==> src/rtl/isa_dma_pkg.sv <==
// isa_dma_pkg: shared types, widths and helpers for the ISA DMA arbiter
package isa_dma_pkg;
  localparam int NUM_CH = 4;
  localparam int CH_W = $clog2(NUM_CH);
  localparam int CNT_W = 16;
  localparam int TMR_W = 16;
  typedef enum logic [2:0] {IDLE, PIO, DMA_SETUP, DMA_XFER, DMA_RELEASE} state_t;
  typedef enum logic {KIND_PIO, KIND_DMA} kind_t;
  function automatic logic [CH_W-1:0] oh2idx(input logic [NUM_CH-1:0] oh);
    logic [CH_W-1:0] idx;
    idx = '0;
    for (int i = 0; i < NUM_CH; i++) if (oh[i]) idx = CH_W'(i);
    return idx;
  endfunction
endpackage

==> src/rtl/isa_rr_arbiter.sv <==
// isa_rr_arbiter: round-robin one-hot selector over NUM_CH requests
//   req   - eligible channels
//   ptr   - round-robin pointer; the channel after the last one serviced,
//           which therefore has highest priority (0 after reset)
//   grant - one-hot grant, all zero when nothing requests
module isa_rr_arbiter
  import isa_dma_pkg::*;
(
  input  logic [NUM_CH-1:0] req,
  input  logic [CH_W-1:0]   ptr,
  output logic [NUM_CH-1:0] grant
);
  // Scan from lowest to highest priority so the highest-priority hit lands last.
  always_comb begin
    grant = '0;
    for (int i = NUM_CH - 1; i >= 0; i--)
      if (req[ptr + CH_W'(i)]) grant = NUM_CH'(1) << (ptr + CH_W'(i));
  end
endmodule

==> src/rtl/isa_dma_arbiter.sv <==
// isa_dma_arbiter: ISA bus ownership arbiter between HPS PIO cycles and four DMA channels
//   drq/ch_enable/cnt_load/cnt_value - channel requests, enables and transfer-count loads
//   pio_req/pio_done/pio_grant       - HPS I/O cycle handshake
//   dma_start/dma_done               - datapath transfer handshake
//   dack_n/aen/tc/dma_err/busy       - ISA acknowledges, address enable, status pulses
module isa_dma_arbiter
  import isa_dma_pkg::*;
#(
  parameter int SYNC_STAGES = 2,
  parameter int TIMEOUT = 255
) (
  input  logic              clk,
  input  logic              reset,
  input  logic [NUM_CH-1:0] drq,
  input  logic [NUM_CH-1:0] ch_enable,
  input  logic [NUM_CH-1:0] cnt_load,
  input  logic [CNT_W-1:0]  cnt_value,
  input  logic              pio_req,
  input  logic              pio_done,
  output logic              pio_grant,
  output logic              dma_start,
  input  logic              dma_done,
  output logic [NUM_CH-1:0] dack_n,
  output logic              aen,
  output logic [NUM_CH-1:0] tc,
  output logic              dma_err,
  output logic              busy
);
  logic [SYNC_STAGES-1:0][NUM_CH-1:0] sync_q;
  logic [NUM_CH-1:0][CNT_W-1:0] cnt;
  logic [NUM_CH-1:0] cnt_nz, eligible, grant;
  logic [CH_W-1:0] rr_ptr, ch, sel_idx;
  logic [TMR_W-1:0] timer;
  state_t state;
  kind_t last_kind;
  always_ff @(posedge clk)
    sync_q <= reset ? '0 : {sync_q[SYNC_STAGES-2:0], drq};
  always_comb
    for (int c = 0; c < NUM_CH; c++) cnt_nz[c] = cnt[c] != '0;
  assign eligible = sync_q[SYNC_STAGES-1] & ch_enable & cnt_nz;
  assign sel_idx = oh2idx(grant);
  isa_rr_arbiter u_rr (.req(eligible), .ptr(rr_ptr), .grant(grant));
  always_ff @(posedge clk) begin
    if (reset) begin
      state <= IDLE;
      last_kind <= KIND_PIO;
      rr_ptr <= '0;
      ch <= '0;
      timer <= '0;
      cnt <= '0;
      pio_grant <= 1'b0;
      dma_start <= 1'b0;
      dack_n <= '1;
      aen <= 1'b0;
      tc <= '0;
      dma_err <= 1'b0;
      busy <= 1'b0;
    end else begin
      dma_start <= 1'b0;
      tc <= '0;
      case (state)
        IDLE:
          if (|eligible && (!pio_req || last_kind == KIND_PIO)) begin
            state <= DMA_SETUP;
            ch <= sel_idx;
            rr_ptr <= sel_idx + CH_W'(1);
            last_kind <= KIND_DMA;
            dack_n <= ~grant;
            aen <= 1'b1;
            busy <= 1'b1;
          end else if (pio_req) begin
            state <= PIO;
            last_kind <= KIND_PIO;
            pio_grant <= 1'b1;
            busy <= 1'b1;
          end
        PIO:
          if (pio_done) begin
            state <= IDLE;
            pio_grant <= 1'b0;
            busy <= 1'b0;
          end
        DMA_SETUP: begin
          state <= DMA_XFER;
          dma_start <= 1'b1;
          timer <= '0;
        end
        DMA_XFER: begin
          timer <= timer + TMR_W'(1);
          // dma_err is raised one cycle before leaving so it marks the timeout cycle itself
          if (dma_err) begin
            state <= DMA_RELEASE;
            dma_err <= 1'b0;
          end else if (dma_done) begin
            state <= DMA_RELEASE;
            // a simultaneous load of this channel wins over the decrement
            if (!cnt_load[ch] && cnt_nz[ch]) begin
              cnt[ch] <= cnt[ch] - CNT_W'(1);
              tc[ch] <= cnt[ch] == CNT_W'(1);
            end
          end else if (timer == TMR_W'(TIMEOUT - 1)) dma_err <= 1'b1;
        end
        DMA_RELEASE: begin
          state <= IDLE;
          dack_n <= '1;
          aen <= 1'b0;
          busy <= 1'b0;
        end
        default: state <= IDLE;
      endcase
      for (int c = 0; c < NUM_CH; c++) if (cnt_load[c]) cnt[c] <= cnt_value;
    end
  end
endmodule

==> config.mk <==
export PLATFORM = sky130hd
export DESIGN_NAME = isa_dma_arbiter
export DESIGN_NICKNAME = d
export VERILOG_FILES = /design/src/rtl/isa_dma_pkg.sv /design/src/rtl/isa_rr_arbiter.sv /design/src/rtl/isa_dma_arbiter.sv
export SDC_FILE = /design/constraint.sdc
export NUM_CORES = 1
export LEC_CHECK = 0
export CELL_PAD_IN_SITES_DETAIL_PLACEMENT = 1
export CELL_PAD_IN_SITES_GLOBAL_PLACEMENT = 2
export CORE_MARGIN = 5
export CORE_UTILIZATION = 39
export DETAILED_ROUTE_END_ITERATION = 10
export PLACE_DENSITY = 0.9
export SKIP_LAST_GASP = 1
export SYNTH_ARGS = -nofsm -noshare
export SYNTH_HDL_FRONTEND = slang
export SYNTH_SLANG_ARGS = --single-unit
==> constraint.sdc <==
create_clock -name clk -period 5.5 [get_ports clk]
set_input_delay 0.825 -clock clk [delete_from_list [all_inputs] [get_ports clk]]
set_output_delay 0.825 -clock clk [all_outputs]
set_load 0.005 [all_outputs]
Yosys cells after proc, flatten, opt, wreduce, memory -nomap -nowiden

Index checks and enable logic that the tools add are counted.
W data, S select, Z words.

Register bits: 109
Word-level logic and storage cells: 155

Add/sub/neg operators: 6
Order comparisons: 6
Equal/unequal tests: 16
Shift-type cells: 4
Muxes and demuxes: 57
Bitwise gates (word level): 8
Reductions and logical operators: 40

Operators with widths:

| kind                    | number |
|---|---|
| $mux W64                | 4 |
| $mux W16                | 6 |
| $bwmux W64              | 1 |
| $reduce_bool A16 Y1     | 4 |
| $bmux W16 S2            | 1 |
| $demux W16 S2           | 1 |
| $pmux W16 S2            | 1 |
| $reduce_bool A2 Y1      | 16 |
| $mux W4                 | 5 |
| $reduce_and A4 Y1       | 5 |
| $mux W1                 | 19 |
| $add A16 B1 Y16 const B | 1 |
| $eq A16 B1 Y1 const B   | 1 |
| $eq A16 B8 Y1 const B   | 1 |
| $ne A2 B2 Y1 const B    | 8 |
| $shl A1 B2 Y4 const A   | 4 |
| $sub A16 B1 Y16 const B | 1 |
| $lt A2 B3 Y1 const B    | 5 |
| $mux W3                 | 5 |
| $and A4 B4 Y4           | 3 |
| $bmux W1 S2             | 6 |
| $pmux W3 S4             | 1 |
| $pmux W4 S2             | 1 |
| $eq A3 B2 Y1 const B    | 2 |
| 21 further kinds        | 35 |

Depth between registers and ports, before layout

Word-level depth: 12
Depth in mapped cells: 11

By module

Synthesis repeated with hierarchy kept, for this count alone.

Cell total of the unflattened synthesis: 702
Area total of the unflattened synthesis: 6,140.9 um^2

By module, submodules not included:

| module          | instances | cells an instance | area an instance (um^2) |
|---|---|---|---|
| isa_dma_arbiter | 1         | 655               | 5,728.0 |
| isa_rr_arbiter  | 1         | 47                | 412.9 |

Least setup slack after synthesis

OpenSTA, ideal clock, no wires.

Path kind: in2reg
Start: in cnt_load[3]
End: reg cnt[6] in the netlist's numbering
Setup time: 0.128 ns
Arrival time: 2.908 ns
Path slack: 2.465 ns
Stages: 10
Path through: clkbuf_1 mux4_2 nor4b_2 buf_2 and3_1 clkbuf_1 nor2_1 buf_2 a221oi_1 nor2_1

Longest elaborated chain between the ends: 6

RTL lines:

| what                           | RTL line              | source |
|---|---|---|
| start: declaration             | isa_dma_arbiter.sv:16 | `input logic [NUM_CH-1:0] cnt_load,` |
| $bmux W1 S2                    | isa_dma_arbiter.sv:97 | `if (!cnt_load[ch] && cnt_nz[ch]) begin` |
| $mux W1 (not written as such)  | isa_dma_arbiter.sv:97 |  |
| $logic_not A1 Y1               | isa_dma_arbiter.sv:97 |  |
| $logic_and A1 B1 Y1            | isa_dma_arbiter.sv:97 |  |
| $reduce_bool A2 Y1 (no line)   | -                     |  |
| $reduce_and A4 Y1 (no line)    | -                     |  |
| end signal: indexed assignment | isa_dma_arbiter.sv:98 | `cnt[ch] <= cnt[ch] - CNT_W'(1);` |
| end: declaration               | isa_dma_arbiter.sv:30 | `logic [NUM_CH-1:0][CNT_W-1:0] cnt;` |

No other way between the ends. The select of a mux whose other input is x is not followed.
A chain may end at the register's enable or synchronous reset.

Final worst setup path

Start: reg ch[0]
End: reg cnt[36] in the netlist's numbering

Longest elaborated chain between the ends: 10

RTL lines:

| what                                                                     | RTL line              | source |
|---|---|---|
| start: declaration                                                       | isa_dma_arbiter.sv:32 | `logic [CH_W-1:0] rr_ptr, ch, sel_idx;` |
| start signal: assignment                                                 | isa_dma_arbiter.sv:65 | `ch <= sel_idx;` |
| parallel branches: the longest is 10 deep, another holds $sub A16 B1 Y16 | -                     |  |

Parallel ways; which one is timed is not known. The select of a mux whose other input is x is not followed.

==> results.json <==
{
  "p_per_area_mw_per_mm2": 304.5,
  "crit_family": "flip-flops",
  "ctsHtreeMaxLevel": 3,
  "critical_path.max_fanout": 15,
  "syn_nets": 681,
  "routedWlPerCell_um": 21.83,
  "post_cts_resized": 0,
  "critPathSlowestCell": "dfxtp_1",
  "nFillCells": 1691,
  "firstDrtPassIters": 5,
  "min_path_type": "reg2reg",
  "slew_violations": 0,
  "cp.arrival_ps": 3800,
  "grtUsageTotal": 0.2241,
  "drive_above_1_share": 0.08610,
  "cts_setup_buffers": 0,
  "tightest_slew_ps": 1238,
  "drt-total-wl_um": 18470,
  "fp.dieArea_mm2": 0.01712,
  "clock_latency_ps": 360,
  "hpwl_um": 13170,
  "hold-path-endpoint": "sync_q[5]$_SDFF_PP0_",
  "hold_ws_ps": 443.6,
  "path_cells": "mux4_1 -> inv_1 -> ha_1 -> inv_1 -> nor3_1 -> xnor2_1 -> nor2_1 -> a221oi_1 -> nor2_1",
  "clock-sinks": 109,
  "cts_tree": "built",
  "finalCriticalPeriod_ps": 3581,
  "diodes": 0,
  "outcome": "finished clean",
  "crit_path_start_kind": "flip-flop",
  "dp_slack_ps": 1805,
  "crit_path_end_kind": "flip-flop",
  "irDropWorstVdd_mv": 0.1550,
  "post-route-util": 0.4545,
  "synth_cell_types": 61,
  "cts_buffers": 9,
  "path_class": "reg2reg",
  "finalHoldViolations": 0,
  "yosysWarnings": 0,
  "grt_pass1_vias": 5437,
  "drt_iter0_markers": 513,
  "final_cell_mix": "dfxtp_1, nor2_1, nand2_1",
  "async_flop_share": 0,
  "place_area_mm2": 0.006264,
  "r2r_start": "ch[0]$_SDFFE_PP0P_",
  "cp_num_buf_inv": 2,
  "fin_ws_ps": 1919,
  "post-route-cell-area_mm2": 0.006555,
  "holdPathStages": 1,
  "path_clk_slew_ps": 70,
  "min_from": "sync_q[1]$_SDFF_PP0_",
  "postSynthAreaPerCell_um2": 8.957,
  "core_mm2": 0.01442,
  "cts-root-buf": "clkbuf_16",
  "drv_cap": 0,
  "synth_area_mm2": 0.005697,
  "ant_nets": 0,
  "ys_ff_latch": 109,
  "slowest_delay_ps": 1010,
  "finalSetupTns_ps": 0,
  "io_pins": 46,
  "initial_utilization": 0.3950,
  "grt_pass1_wl_um": 29790,
  "rr_endpoint": "cnt[36]$_SDFFE_PP0P_",
  "fmax_mhz": 279.2,
  "dieHeight_um": 130.9,
  "skew_ps": 7.650,
  "final_common_cell": "dfxtp_1",
  "rr_worst_depth": 9,
  "netlist_instances": 636,
  "syn2layout_area_growth_pct": 15.07,
  "setup_violations": 0,
  "vias": 5313,
  "critPathRequiredTime_ps": 5720,
  "gr-total-overflow": 0,
  "synth_edf_count": 0,
  "drc": 0,
  "fp-row-count": 44,
  "port_buffers": 45,
  "rsz0062_at_grt": "false",
  "antenna_found_initial": 0,
  "synth_ff_type": "dfxtp_1",
  "globalplace.congestion": 0.9879,
  "grt_max_degree": 59,
  "reg2reg_slack_ps": 1920,
  "cellLeakagePower_nw": 2.336,
  "via_per_inst": 6.280,
  "clock_path_buffers": 2,
  "cts_hold_buf": 0,
  "seq_area_frac_synth": 0.3830,
  "fin_nets": 703,
  "die_x_um": 130.9,
  "slew_headroom": 0.1715,
  "fin_crit_sh": 0.6511
}
[per-stage QoR]
stage / power [W] / instances
final: 0.001996 / 846
after global routing: 0.002089 / 846
after CTS: 0.002008 / 846
after detailed placement: 0.001347 / 831
after global placement: 0.001336 / 831
after floorplan: 0.001193 / 636
[where the power goes]
group / total (W) / leakage (nW) / switching [W] / internal, W
clock: 0.000658 / 0.145 / 0.000295 / 0.000363
combinational: 0.000444 / 1.30 / 0.000259 / 0.000185
sequential: 0.000895 / 0.894 / 0.0000618 / 0.000833
total: 0.00200 / 2.34 / 0.000616 / 0.00138
[layer usage]
| layer | vias to the layer above | track usage | share of wire |
|---|---|---|---|
| li1 | 2428 | - | - |
| met1 | 2662 | 0.2998 | 0.43 |
| met2 | 178 | 0.3560 | 0.47 |
| met3 | 45 | 0.04350 | 0.070 |
| met4 | 0 | 0.09195 | 0.032 |
| met5 | - | 0 | 0 |
[state kept, by name, summed over array words and instances, names as in the netlist, 2 cells and up]
signal  count
cnt        64
timer      16
sync_q      8
dack_n      4
tc          4
state       3
ch          2
rr_ptr      2
[how the worst max path moves through the flow]
stage / startpoint / to / slack [ps] / cells after the start
after global routing: ch[0]$_SDFFE_PP0P_ / cnt[60]$_SDFFE_PP0P_ / 1650 / 7
after CTS: ch[0]$_SDFFE_PP0P_ / cnt[36]$_SDFFE_PP0P_ / 1950 / 9
after floorplan: cnt_load[3] / cnt[6]$_SDFFE_PP0P_ / 2460 / 10
final: ch[0]$_SDFFE_PP0P_ / cnt[36]$_SDFFE_PP0P_ / 1920 / 9
after global placement: cnt_load[3] / cnt[51]$_SDFFE_PP0P_ / 1840 / 9
after detailed placement: cnt_load[3] / cnt[59]$_SDFFE_PP0P_ / 1810 / 9
[final cells by class]
type | count | area, um^2 | share of cell area
Multi-Input combinational cell | 469 | 3274 | 0.4995
Clock inverter | 4 | 48.80 | 0.007444
Sequential cell | 109 | 2182 | 0.3329
Clock buffer | 11 | 242.7 | 0.03703
Inverter | 13 | 48.80 | 0.007444
Timing Repair Buffer | 56 | 528.0 | 0.08055
Tap cell | 184 | 230.2 | 0.03512
[cell usage after synthesis (13+ instances only)]
master | number | share of area
inv_1 | 13 | 0.0086
nor2b_1 | 13 | 0.014
a221oi_1 | 34 | 0.052
a22oi_1 | 30 | 0.040
nor2_1 | 98 | 0.065
mux4_2 | 18 | 0.071
and3_1 | 13 | 0.014
a21oi_1 | 38 | 0.033
nand2_1 | 50 | 0.033
nand4_1 | 15 | 0.016
nor4_1 | 17 | 0.019
nand3_1 | 15 | 0.013
nor3_1 | 15 | 0.013
clkbuf_1 | 33 | 0.022
xnor2_1 | 13 | 0.020
dfxtp_1 | 109 | 0.38
[kinds of logic after synthesis]
logic type,share of synthesized area
XOR/XNOR,0.03075
multiplexers,0.09313
adder cells (fa/ha/maj),0.02636
AO/OA/AOI/OAI,0.1898
flip-flops,0.3830
AND/OR/NAND/NOR,0.2348
buffers and inverters,0.04217
No activity file was read; power rests on OpenSTA's default activity.
